--- src/rtl/imem_boot_loader.sv ---
// Boot loader: turns a little-endian byte stream (16-bit word count, then the words) into
// instruction-memory writes, and keeps the core in reset until the whole image is written.
module imem_boot_loader #(
    parameter int          DEPTH_WORDS = 256,
    parameter logic [31:0] BASE_ADDR   = 32'h0
) (
    input  logic        clock,
    input  logic        reset,
    input  logic        byte_valid,
    input  logic [7:0]  byte_data,
    output logic        byte_ready,
    input  logic        start,
    output logic        imem_we,
    output logic [31:0] imem_waddr,
    output logic [31:0] imem_wdata,
    output logic        cpu_reset,
    output logic        done,
    output logic        error
);
    // state   | meaning
    // CNT_LO  | waiting for low byte of word count
    // CNT_HI  | waiting for high byte of word count, then validate it
    // DATA    | assembling words and issuing write strobes
    // DONE    | image written, core released
    // ERR     | bad header, core held in reset until start/reset
    localparam int WIDX_W = $clog2(DEPTH_WORDS) + 1;

    typedef enum logic [2:0] {
        S_CNT_LO,
        S_CNT_HI,
        S_DATA,
        S_DONE,
        S_ERR
    } state_t;

    state_t             state;
    logic [15:0]        count;
    logic [1:0]         byte_idx;
    logic [WIDX_W-1:0]  word_idx;
    logic [23:0]        word_buf;

    logic               xfer;
    logic [15:0]        full_count;
    logic               bad_count;
    logic               last_word;

    assign byte_ready = (state == S_CNT_LO) || (state == S_CNT_HI) || (state == S_DATA);
    assign xfer       = byte_valid && byte_ready;
    assign full_count = {byte_data, count[7:0]};
    assign bad_count  = (full_count == 16'd0) || (32'(full_count) > 32'(DEPTH_WORDS));
    assign last_word  = (32'(word_idx) + 32'd1) == 32'(count);

    always_ff @(posedge clock) begin
        if (reset) begin
            state      <= S_CNT_LO;
            count      <= '0;
            byte_idx   <= '0;
            word_idx   <= '0;
            word_buf   <= '0;
            imem_we    <= 1'b0;
            imem_waddr <= '0;
            imem_wdata <= '0;
            cpu_reset  <= 1'b1;
            done       <= 1'b0;
            error      <= 1'b0;
        end else begin
            imem_we <= 1'b0;
            case (state)
                S_CNT_LO: begin
                    if (xfer) begin
                        count[7:0] <= byte_data;
                        state      <= S_CNT_HI;
                    end
                end
                S_CNT_HI: begin
                    if (xfer) begin
                        count[15:8] <= byte_data;
                        if (bad_count) begin
                            state <= S_ERR;
                            error <= 1'b1;
                        end else begin
                            state <= S_DATA;
                        end
                    end
                end
                S_DATA: begin
                    if (xfer) begin
                        byte_idx <= byte_idx + 2'd1;
                        case (byte_idx)
                            2'd0: word_buf[7:0]   <= byte_data;
                            2'd1: word_buf[15:8]  <= byte_data;
                            2'd2: word_buf[23:16] <= byte_data;
                            default: begin
                                imem_we    <= 1'b1;
                                imem_waddr <= BASE_ADDR + (32'(word_idx) << 2);
                                imem_wdata <= {byte_data, word_buf};
                                word_idx   <= word_idx + 1'b1;
                                if (last_word) begin
                                    state <= S_DONE;
                                end
                            end
                        endcase
                    end
                end
                S_DONE: begin
                    // Release lands one cycle after the final strobe.
                    cpu_reset <= 1'b0;
                    done      <= 1'b1;
                    if (start) begin
                        state     <= S_CNT_LO;
                        cpu_reset <= 1'b1;
                        done      <= 1'b0;
                        count     <= '0;
                        byte_idx  <= '0;
                        word_idx  <= '0;
                        word_buf  <= '0;
                    end
                end
                S_ERR: begin
                    cpu_reset <= 1'b1;
                    if (start) begin
                        state    <= S_CNT_LO;
                        error    <= 1'b0;
                        count    <= '0;
                        byte_idx <= '0;
                        word_idx <= '0;
                        word_buf <= '0;
                    end
                end
                default: state <= S_CNT_LO;
            endcase
        end
    end
endmodule

--- config.mk ---
export PLATFORM = sky130hd
export DESIGN_NAME = imem_boot_loader
export DESIGN_NICKNAME = d
export VERILOG_FILES = /design/src/rtl/imem_boot_loader.sv
export SDC_FILE = /design/constraint.sdc
export NUM_CORES = 1
export LEC_CHECK = 0
export BUFFER_PORTS_ARGS = -buffer_cell sky130_fd_sc_hd__buf_2
export CAP_MARGIN = 20
export CORE_MARGIN = 1
export CORE_UTILIZATION = 30
export DETAILED_ROUTE_END_ITERATION = 10
export GPL_ROUTABILITY_DRIVEN = 0
export GPL_TIMING_DRIVEN = 0
export PLACE_DENSITY = 0.59
export SETUP_SLACK_MARGIN = 0.4
export SKIP_LAST_GASP = 1
export SLEW_MARGIN = 20
export SYNTH_ARGS = -nofsm -noshare
export SYNTH_HDL_FRONTEND = slang
export SYNTH_SLANG_ARGS = --single-unit
export TNS_END_PERCENT = 50
--- constraint.sdc ---
create_clock -name clock -period 2.75 [get_ports clock]
set_input_delay 0 -clock clock [delete_from_list [all_inputs] [get_ports clock]]
set_output_delay 0 -clock clock [all_outputs]
set_load 0.005 [all_outputs]
Word-level counts from Yosys, hierarchy flattened
Cells that the tools add are included.
{"block": "word_totals", "regBits": 99, "wordCells": 97, "in_bits": 12, "output_inout_bits": 69}
{"block": "classes", "n_eq_ne": 18, "n_reduce_logical": 25, "addsub": 3, "bitwise": 3, "muxes": 33, "magnitude_cmp": 1}
{"op": "24-bit two-way mux", "count": 2}
{"op": "24-bit case mux with 2 select lines", "count": 1}
{"op": "8-bit two-way mux", "count": 4}
{"op": "8-bit case mux with 2 select lines", "count": 2}
{"op": "9-bit two-way mux", "count": 3}
{"op": "3-bit two-way mux", "count": 7}
{"op": "4-bit AND reduction", "count": 5}
{"op": "9-bit case mux with 2 select lines", "count": 1}
{"op": "10-bit by 16-bit equality test with 1-bit output", "count": 1}
{"op": "16-bit by 9-bit > comparator with 1-bit output, second input constant", "count": 1}
{"op": "16-bit logical NOT", "count": 1}
{"op": "16-bit two-way mux", "count": 1}
{"op": "2-bit inequality test, second input constant", "count": 7}
{"op": "3-bit case mux with 4 select lines", "count": 1}
{"op": "3-bit AND reduction", "count": 4}
{"op": "9-bit by 1-bit adder with 10-bit output, second input constant", "count": 1}
{"op": "2-bit nonzero test", "count": 5}
{"op": "9-bit by 1-bit adder with 9-bit output, second input constant", "count": 1}
{"op": "2-bit by 1-bit inequality test with 1-bit output, second input constant", "count": 4}
{"op": "3-bit by 2-bit equality test with 1-bit output, second input constant", "count": 2}
{"op": "1-bit two-way mux", "count": 6}
{"op": "6-bit AND reduction", "count": 1}
{"op": "3-bit OR reduction", "count": 2}
{"op": "2-bit two-way mux", "count": 2}
{"op": "other kinds (13)", "count": 18}

Logic depth before layout (Yosys ltp)
{"block": "depth", "word_depth": 6, "depth_mapped": 8, "ltp_nobuf": 6}

Worst setup path after synthesis
Ideal clock, no wire load.
{"block": "synth_timing", "path_kind": "register to register", "startpoint": "reg word_idx[1]", "endpoint": "reg state[0]", "slack_ns": 0.823, "stages_incl_launch_ff": 8, "setup_ns": 0.124, "t_arrival_ns": 1.803, "synth_period_minus_slack_ns": 1.927, "path_buffers": 1, "required_time_ns": 2.626, "cell_sequence": "dfxtp_1 -> ha_1 -> clkbuf_1 -> and2_1 -> and3_1 -> mux2_1 -> nor3_1 -> o31ai_2"}
{"block": "synth_via", "elab_chain_len": 4}
{"item": "start, declared", "line": "39", "text": "logic [WIDX_W-1:0] word_idx;"}
{"item": "start signal, assigned", "line": "97", "text": "word_idx <= word_idx + 1'b1;"}
{"item": "9-bit by 1-bit adder with 10-bit output", "line": "51", "text": "assign last_word = (32'(word_idx) + 32'd1) == 32'(count);"}
{"item": "10-bit by 16-bit equality test with 1-bit output", "line": "51"}
{"item": "2-bit inequality test (no source line)"}
{"item": "6-bit AND reduction (no source line)"}
{"item": "end signal, assigned", "line": "55", "text": "state <= S_CNT_LO;"}
{"item": "end signal, assigned", "line": "72", "text": "state <= S_CNT_HI;"}
{"item": "end signal, assigned", "line": "79", "text": "state <= S_ERR;"}
{"item": "end, declared", "line": "36", "text": "state_t state;"}
Every way passes these cells.
A chain may end at the register's enable or synchronous reset.

Final worst setup path
Ends and elaborated chain as after synthesis.

==> flow_metrics.tcl <==
set metrics [dict create \
    cts_buffer_depth 2 \
    slew_headroom 0.559 \
    synth.avg_cell_area_sq_um 8.57 \
    chipWidth_um 124 \
    rsz0062_at_grt "true" \
    synth.distinct_cells 51 \
    crit_path_cell_trace "ha_1 > clkbuf_2 > and2_1 > and3_1 > mux2_1 > nor3_1 > o31ai_2" \
    power_density_mw_per_mm2 570 \
    ir_drop_uv 301 \
    area_delta_synth_final_pct 22.5 \
    cts_post_setup_buffers_inserted 0 \
    tightest_slew_ns 0.661 \
    clk_latency_ns 0.35 \
    yosysTopAreaCellShare 0.441 \
    drt-initial-drc-count 282 \
    crit_arrival_ns 2.48 \
    min_from "byte_valid" \
    crit_path_top_delay_cell "dfxtp_1" \
    synth_edf_count 0 \
    synth_area_sq_mm 0.00450 \
    period_minus_slack_ns 2.25 \
    cts_tree "yes" \
    yosysTopAreaCell "dfxtp_1" \
    tns_ns 0 \
    async_flop_share 0 \
    ios 81 \
    die_y_um 124 \
    drv_cap 0 \
    antenna_left 0 \
    coreArea_sq_mm 0.0146 \
    min_path_type "in2reg" \
    viasPerCell 4.73 \
    final_cell_mix "99 x dfxtp_1, 95 x nand2_1, 68 x buf_2" \
    hold_ws_ns 0.0624 \
    yosysWarningCount 0 \
    drv_slew 0 \
    dr.pass1.iters 4 \
    port_buffers 56 \
    mostFrequentLayoutCell "dfxtp_1" \
    crit_path_end_kind "register" \
    antenna_found_initial 0 \
    ys_seq_elements 99 \
    ys.flop_type "dfxtp_1" \
    cts_buffers 9 \
    rows 44 \
    ys_top_cells_by_area "dfxtp_1 44%, mux2i_1 9.3%, nand2_1 7.9%" \
    whs_path_depth 4 \
    grt_util_all_layers 0.152 \
    vias 3836 \
    utilization 0.377 \
    grt_pass1_wl_um 18800 \
    grt_overflow_total 0 \
    fin_crit_sh 0.819 \
    synthCells 525 \
    yosysSeqAreaShare 0.441 \
    cp.required_ns 2.98 \
    post-dp-hpwl_um 8590 \
    setup_viol 0 \
    grt_pass1_vias 3623 \
    path_clk_slew_ns 0.07 \
    critPathMaxStageDelay_ns 0.46 \
    cp_max_fo 8 \
    finClkSkew_ns 0.00840 \
    reg2reg_from "word_idx[1]" \
    cts_max_level 3 \
    p_leak_uw 0.00237 \
    status "complete, no violations" \
    final.fill_count 1456 \
    ff2ff_setup_slack_ns 0.50 \
    nNetsFinal 639 \
    holdPathEnd "state[1]" \
    post-route-drc-count 0 \
    wl_per_cell_um 14.4 \
    fmax_ghz 0.444 \
    power_uw 3140 \
    diodes 0 \
    r2r_end "state[0]" \
    grt_max_degree 19 \
    drt_wl_total_um 11700 \
    path_class "reg2reg" \
    die_area_sq_mm 0.0155 \
    r2r_cells 7 \
    cts.sinks 99 \
    cp-start-kind "register" \
    cts-root-buf "clkbuf_16" \
    layout-drive-gt1-share 0.190 \
    hold_viol_final 0 \
    start_util 0.308 \
]
-- cell families after synthesis --
group	after synthesis	synth area share
AND/OR/NAND/NOR	210	0.215
flip-flops	99	0.441
AO/OA/AOI/OAI	93	0.136
buffers and inverters	63	0.0760
multiplexers	43	0.0960
XOR/XNOR	11	0.0214
adder cells (fa/ha/maj)	5	0.0139
other	1	0.000834
-- area by class of cell --
type,count,area (sq um),share of cell area
inverter,5,18.8,0.00341
tap,184,230,0.0418
buffer,58,324,0.0589
timing repair buffer,64,360,0.0654
multi-input combinational,385,2260,0.410
sequential,99,1980,0.360
clock buffer,9,225,0.0409
clock inverter,7,108,0.0195
-- Yosys cell counts, drive strengths merged (4+ instances only) --
cell and n:
nor3 7, o32ai 5, nor2 53, nand3 4
mux2i 42, xor2 5, a21oi 64, nand3b 6
dfxtp 99, ha 5, and3 6, nor4 4
buf 36, clkbuf 22, nor2b 4, and2 11
xnor2 6, inv 5, nand2 95, o21ai 8
-- through the flow --
| stage | setup slack, ns | area (sq um) | instances |
|---|---|---|---|
| final | 0.498 | 5510 | 811 |
| after detailed placement | 0.402 | 5090 | 787 |
| after CTS | 0.506 | 5500 | 811 |
| after global placement | 0.436 | 5090 | 787 |
| after floorplan | 0.823 | 4580 | 547 |
| after global routing | 0.380 | 5510 | 811 |
-- layer usage --
metal	GRT usage	wire length (um)
met5	0	0
met1	0.194	5240
met3	0.0288	636
met2	0.253	5630
met4	0.0595	188
-- worst max path at each step --
stage                           start              to  slack (ns)  cells after the start
final                     word_idx[1]        state[0]        0.50                      7
after global routing      word_idx[1]        state[0]        0.38                      7
after CTS                 byte_idx[0]  imem_wdata[26]        0.51                      6
after detailed placement  word_idx[1]        state[0]        0.40                      7
after global placement    word_idx[1]        state[0]        0.44                      7
after floorplan           word_idx[1]        state[0]        0.82                      7
-- flip-flops by register name, summed over array words and instances, names as in the netlist --
name	flops
done	1
count	16
imem_waddr	9
cpu_reset	1
imem_wdata	32
byte_idx	2
error	1
word_buf	24
word_idx	9
imem_we	1
state	3
-- worst max-delay path: cells and delay by family (launching register included) --
family | cells | cell delay, ns
buf+inv | 1 | 0.20
compound gates | 1 | 0.11
mux | 1 | 0.35
flops | 1 | 0.46
fa+ha+maj | 1 | 0.19
simple gates | 3 | 0.82
-- power breakdown --
group | internal [uW] | total (uW) | switching (uW)
logic | 107 | 255 | 147
registers | 1460 | 1480 | 21.9
clock network | 815 | 1410 | 591
total | 2380 | 3140 | 760
-- timing repair --
| item | CTS | global route |
|---|---|---|
| endpoints found under the hold margin | 8 | 0 |
| endpoints found under the setup margin | 1 | 34 |
| pin swaps | 0 | 0 |
| hold buffers | 8 | 0 |
| resized for setup | 1 | 1 |
Note: power is estimated with default switching activity, not from simulation.
